==> src/rtl/btn_conditioner.sv <==
// Per-channel push-button conditioner: 2-flop synchroniser, debounce FSM,
// registered active-low level plus press/release/long-press pulses.
module btn_conditioner #(
  parameter int N_BTN    = 3,
  parameter int DEB_CNT  = 1_999_999,
  parameter int LONG_CNT = 99_999_999,
  parameter int CNT_W    = 27
) (
  input  logic             i_Clk,
  input  logic             i_Rst,
  input  logic [N_BTN-1:0] i_Btn,
  output logic [N_BTN-1:0] o_Btn,
  output logic [N_BTN-1:0] o_fPress,
  output logic [N_BTN-1:0] o_fRelease,
  output logic [N_BTN-1:0] o_fLong
);

  typedef enum logic [1:0] {REL, PWAIT, PRS, RWAIT} state_t;

  localparam logic [CNT_W-1:0] DEB_MAX  = CNT_W'(DEB_CNT);
  localparam logic [CNT_W-1:0] LONG_MAX = CNT_W'(LONG_CNT);
  localparam logic [CNT_W-1:0] CNT_ONE  = CNT_W'(1);

  state_t           r_State [N_BTN];
  logic [CNT_W-1:0] r_Deb   [N_BTN];
  logic [CNT_W-1:0] r_Long  [N_BTN];
  logic [N_BTN-1:0] r_LongDone;
  logic [N_BTN-1:0] r_Sync1;
  logic [N_BTN-1:0] r_Sync;
  logic [N_BTN-1:0] r_Btn;
  logic [N_BTN-1:0] r_fPress;
  logic [N_BTN-1:0] r_fRelease;
  logic [N_BTN-1:0] r_fLong;

  always_ff @(posedge i_Clk) begin
    if (!i_Rst) begin
      r_Sync1    <= '1;
      r_Sync     <= '1;
      r_Btn      <= '1;
      r_fPress   <= '0;
      r_fRelease <= '0;
      r_fLong    <= '0;
      r_LongDone <= '0;
      for (int k = 0; k < N_BTN; k++) begin
        r_State[k] <= REL;
        r_Deb[k]   <= '0;
        r_Long[k]  <= '0;
      end
    end else begin
      r_Sync1    <= i_Btn;
      r_Sync     <= r_Sync1;
      r_fPress   <= '0;
      r_fRelease <= '0;
      r_fLong    <= '0;
      for (int k = 0; k < N_BTN; k++) begin
        case (r_State[k])
          REL: begin
            if (!r_Sync[k]) begin
              r_State[k] <= PWAIT;
              r_Deb[k]   <= '0;
            end
          end
          PWAIT: begin
            if (r_Sync[k]) begin
              r_State[k] <= REL;
              r_Deb[k]   <= '0;
            end else if (r_Deb[k] == DEB_MAX) begin
              r_State[k]    <= PRS;
              r_Btn[k]      <= 1'b0;
              r_fPress[k]   <= 1'b1;
              r_Long[k]     <= '0;
              r_LongDone[k] <= 1'b0;
            end else begin
              r_Deb[k] <= r_Deb[k] + CNT_ONE;
            end
          end
          PRS: begin
            // Long counter saturates; long-done limits o_fLong to once per press
            if (r_Sync[k]) begin
              r_State[k] <= RWAIT;
              r_Deb[k]   <= '0;
            end else if (r_Long[k] < LONG_MAX) begin
              r_Long[k] <= r_Long[k] + CNT_ONE;
            end else if (!r_LongDone[k]) begin
              r_fLong[k]    <= 1'b1;
              r_LongDone[k] <= 1'b1;
            end
          end
          RWAIT: begin
            // A release bounce returns to PRS with the long-press progress kept
            if (!r_Sync[k]) begin
              r_State[k] <= PRS;
              r_Deb[k]   <= '0;
            end else if (r_Deb[k] == DEB_MAX) begin
              r_State[k]    <= REL;
              r_Btn[k]      <= 1'b1;
              r_fRelease[k] <= 1'b1;
            end else begin
              r_Deb[k] <= r_Deb[k] + CNT_ONE;
            end
          end
          default: begin
            r_State[k] <= REL;
            r_Deb[k]   <= '0;
          end
        endcase
      end
    end
  end

  assign o_Btn      = r_Btn;
  assign o_fPress   = r_fPress;
  assign o_fRelease = r_fRelease;
  assign o_fLong    = r_fLong;

endmodule

==> config.mk <==
export PLATFORM = sky130hd
export DESIGN_NAME = btn_conditioner
export DESIGN_NICKNAME = d
export VERILOG_FILES = /design/src/rtl/btn_conditioner.sv
export SDC_FILE = /design/constraint.sdc
export NUM_CORES = 1
export LEC_CHECK = 0
export ABC_CLOCK_PERIOD_IN_PS = 3800
export CORE_UTILIZATION = 25
export DETAILED_ROUTE_END_ITERATION = 10
export PLACE_DENSITY_LB_ADDON = 0.15
export SETUP_SLACK_MARGIN = 0.15
export SLEW_MARGIN = 25
export SYNTH_ARGS = -nofsm -noshare
export SYNTH_HDL_FRONTEND = slang
export SYNTH_SLANG_ARGS = --single-unit
export TNS_END_PERCENT = 30
==> constraint.sdc <==
create_clock -name i_Clk -period 3.8 [get_ports i_Clk]
set_clock_uncertainty 0.15 [all_clocks]
set_input_delay 0.57 -clock i_Clk [delete_from_list [all_inputs] [get_ports i_Clk]]
set_output_delay 0.57 -clock i_Clk [all_outputs]
set_load 0.05 [all_outputs]
==> Word-level counts from Yosys, hierarchy flattened <==
Memory sizes are Yosys's and may differ from the RTL's.
Index checks and enable logic that the tools add are counted.
W data, S select, Z words.
{ "totals": {"elab_cells": 300, "register_bits": 21, "ramBits": 168, "output_inout_bits": 12, "memories": 3} }
{ "mem_list": {"columns": ["name", "depth", "word_bits", "read_ports", "rd_clocked_by_memory_dff", "wr", "line_no", "rtl"], "rows": [
  ["r_Deb", 3, 27, 3, 0, 3, "25", "logic [CNT_W-1:0] r_Deb [N_BTN];"],
  ["r_Long", 3, 27, 3, 0, 3, "26", "logic [CNT_W-1:0] r_Long [N_BTN];"],
  ["r_State", 3, 2, 3, 0, 3, "24", "state_t r_State [N_BTN];"]
]} }
{ "op_classes": {"n_bitwise": 46, "n_addsub": 6, "mux": 181, "n_eq_ne": 30, "reduce_logical": 18, "magnitude_cmp": 3} }
{ "ops": {"columns": ["operator", "count"], "rows": [
  ["$mux W27", 24],
  ["$add A27 B1 Y27 const B", 6],
  ["$mux W1", 133],
  ["$eq A27 B21 Y1 const B", 3],
  ["$lt A27 B27 Y1 const B", 3],
  ["$or A1 B1 Y1", 42],
  ["$mux W2", 18],
  ["$ne A2 B2 Y1 const B", 18],
  ["$reduce_and A5 Y1", 6],
  ["$eq A2 B2 Y1 const B", 6],
  ["$pmux W1 S2", 6],
  ["$reduce_bool A2 Y1", 6],
  ["$reduce_or A4 Y1", 3],
  ["$eq A2 B1 Y1 const B", 3],
  ["$logic_not A2 Y1", 3],
  ["$not A1 Y1", 4]
]} }

==> Depth between registers and ports, before layout <==
{ "logic_depth": {"ltp_word": 10, "ltp_mapped": 8} }

==> Worst setup path after synthesis <==
Ideal clock, no wire load.
{ "synth_timing": {"path_type": "flip-flop to flip-flop", "from": "mem r_Deb[2][3]", "to": "mem r_Deb[2][0], enable pin", "t_required_ps": 3201, "path_stages_with_launch": 6, "arrival_ps": 2871, "setup_slack_ps": 331, "path_cell_list": "edfxtp_1 and4_1 clkbuf_1 nand3_1 nor4_1 o21ai_0"} }
{ "synth_lines": {"columns": ["item", "line_no"], "rows": [
  ["start, declared", "25"]
]} }

==> summary.md <==
| Metric | Value |
|---|---|
| Clock share of power | 30.1% |
| Combinational share of power | 14.1% |
| Vias in the first global route | 6,812 |
| Fmax | 369 MHz |
| Seq/Total Area, Yosys | 54.3% |
| Dpl ws | 0.749 ns |
| Post-synth net total | 986 |
| Critical Path Start | r_Deb[0][9] |
| Crit path time final | 2.71 ns |
| Setup-failing EPs final | 0 |
| FF+latch count, synth | 189 |
| Arrival @ worst endpoint | 2.67 ns |
| Fin. max-slew vios | 0 |
| Routed vias | 6,887 |
| Main flop type after synthesis | edfxtp_1 |
| # port buffers | 16 |
| WS Path Type | flip-flop to flip-flop |
| P_leak | 3.58 nW |
| H-tree levels | 4 |
| Distinct cells, synth | 55 |
| CP max FO | 27 |
| Ys async rst share | 0% |
| Slew HR | 49.0% |
| Top-area cell type share of the netlist area | 50.1% |
| Die footprint | 0.0411 mm2 |
| CTS Buf Count | 17 |
| First-pass GRT wire length | 36.0 mm |
| # DRC | 0 |
| DP Cell Count | 1,502 |
| Layout Nets | 1,007 |
| Final wirelength | 21.3 mm |
| GRT Total Usage | 11.0% |
| Post-synth EDFFs | 168 |
| Final hold vios | 0 |
| Psw | 1.73 mW |
| Chip height | 203 um |
| Slowest CP cell | edfxtp_1 |
| Vias/cell | 4.49 |
| Core ar. | 0.0397 mm2 |
| Fin crit share | 71.4% |
| CTS Hold Bufs | 0 |
| Tot Pwr | 5.71 mW |
| DPL Wire Length | 13.6 mm |
| Leading area contributor after synthesis | edfxtp_1 |
| Gate Count Post-Synth | 975 |
| Reg2reg start | r_Deb[0][9] |
| GPL Wtd Cong | 0.723 |
| CTS Buffer Depth | 2 |
| TritonCTS clock tree | yes |
| Max Cap Violations | 0 |
| Max incr delay on CP | 0.50 ns |
| Mapped cell area | 0.0101 mm2 |
| Power Density | 500 mW/mm2 |
| Largest net degree at the start of global routing | 28 |
| Sw Ratio | 30.4% |
| Routed Antenna Nets | 0 |
| DR pass1 iterations | 4 |
| Clk slew on worst S/H paths | 0.08 ns |
| Antenna violations before repair | 0 |
| Synth cell count leaders | 205 x nor2_1, 168 x edfxtp_1, 85 x xor2_1 |
| CP endpoint kind | flip-flop |
| Worst-margin pin slew | 0.758 ns |
| Hold Path Class | flip-flop to flip-flop |
| Sum Neg Setup Slack | 0 ns |
| CP Launch Type | flip-flop |
| Seq pwr share | 55.8% |
| Final setup margin | 1.09 ns |
| I/O pin total | 17 |
| Synth warnings | 0 |
| Setup Fix Bufs, Post-CTS | 0 |
| Floorplan die width | 203 um |
| Top cells by area, synth | edfxtp_1 50%, nor2_1 7.6%, xor2_1 7.4%, xnor2_1 6.0%, dfxtp_1 4.2% |
| Hold slack | 0.254 ns |
| Site Rows | 73 |
| DR iter-0 viols | 316 |
| RSZ-0062 raised after global routing | no |
| Int Power | 3.98 mW |
| Req. time, crit path | 3.76 ns |
| Avg WL per Cell | 13.9 um |
| Initial core utilization | 25.4% |
| Root buf cell | clkbuf_16 |
| Cell Chain, Critical Path | nor4b_1 -> and4_1 -> nand4b_1 -> or2_2 -> nand3_1 -> buf_4 |
| Post-Layout Cell Count | 1,534 |
| Clock sink count | 189 |
| R2R Setup Slk | 1.09 ns |
| Layout cells sized above 1 | 6.14% |
| Ant diodes | 0 |
| Area Overhead vs Synth | 13.3% |
| Latest clock arrival within the worst-skew pair | 0.46 ns |
| Outcome | finished, final reports clean |
| Most frequent cell after synthesis | nor2_1 |
| Syn avg cell area | 10.3 um2 |
| Worst vdd ir | 331 uV |
| # resized after CTS | 0 |
| Gr ovfl total | 0 |
| Hold path start | r_LongDone[0] |
| FILL cells | 4,181 |
## worst max-delay path, delay by kind of cell, from the launching register on
| kind | cells | cell delay (ns) |
|---|---|---|
| buffers and inverters | 1 | 0.35 |
| flip-flops | 1 | 0.50 |
| AND/OR/NAND/NOR | 5 | 1.38 |
## cell usage in the layout (no fill, tap or decap), types with 3 or more instances in the layout
cell type and instances:
nor2_1 205, edfxtp_1 168, xor2_1 85, nand3_1 71, xnor2_1 69, nand2_1 59, nand4_1 41, nor3_1 32
inv_1 25, and3_1 22, dfxtp_1 21, and4_1 20, clkbuf_16 18, buf_4 18, nor4_1 16, clkdlybuf4s50_1 16
o21ai_0 12, a21oi_1 10, nand2b_1 8, nor4b_1 6, ha_1 6, clkbuf_1 6, and2_1 5, or3_1 5
o31ai_1 5, nor3_2 3, or4_1 3, o211ai_1 3, nand3b_1 3, nand4b_1 3, or2_2 3, a31oi_1 3
clkinv_4 3
## final timing paths
kind / to / cells past startpoint
max: r_Long[0][3] / 6
min: o_fLong[0] / 1
max reg2reg: r_Long[0][3] / 6
min reg2reg: o_fLong[0] / 1
## stage by stage
step,utilization (%),instance area [um2]
global route,28.7,11400
CTS,28.7,11400
finish,28.7,11400
floorplan,-,10100
global placement,27.4,10900
detailed placement,27.4,10900
## sequential cells by signal, indices dropped and copies added, names as in the netlist
signal	cells
r_Sync	3
r_Deb	81
o_fLong	3
o_fPress	3
o_Btn	3
o_fRelease	3
r_Long	81
r_State	6
r_Sync1	3
r_LongDone	3
## logic make-up after synthesis
kind of cell	count (synthesis)	share of synthesized area [%]
mux	1	0.0994
fa+ha+maj	6	0.745
buf+inv	57	2.48
compound gates	47	3.02
simple gates	521	26.0
xor+xnor	154	13.4
flops	189	54.3
## final cells by class
cell class	instances	area (um2)	share of cell area, %
Clock buffer	25	487	4.26
Clock inverter	7	55.1	0.482
Inverter	25	93.8	0.822
Multi-Input combinational cell	729	4360	38.2
Sequential cell	189	5470	47.9
Tap cell	525	657	5.75
Timing Repair Buffer	34	295	2.59
## routing by layer
metal / GRT usage (%) / vias up / share of wire (%)
li1: - / 3535 / -
met1: 15.1 / 3279 / 53
met2: 16.5 / 52 / 43
met3: 2.55 / 21 / 2.3
met4: 4.67 / 0 / 2.1
met5: 0 / - / 0
## power by group through the flow
stage | clock (mW) | sequential, mW | combinational [mW]
2_1_floorplan | 0 | 3.08 | 0.675
3_3_place_gp | 0 | 3.23 | 0.817
3_5_place_dp | 0 | 3.23 | 0.815
4_1_cts | 1.80 | 3.19 | 0.823
5_1_grt | 1.87 | 3.27 | 0.912
6_report | 1.72 | 3.19 | 0.806
(Power assumes the default switching activity.)
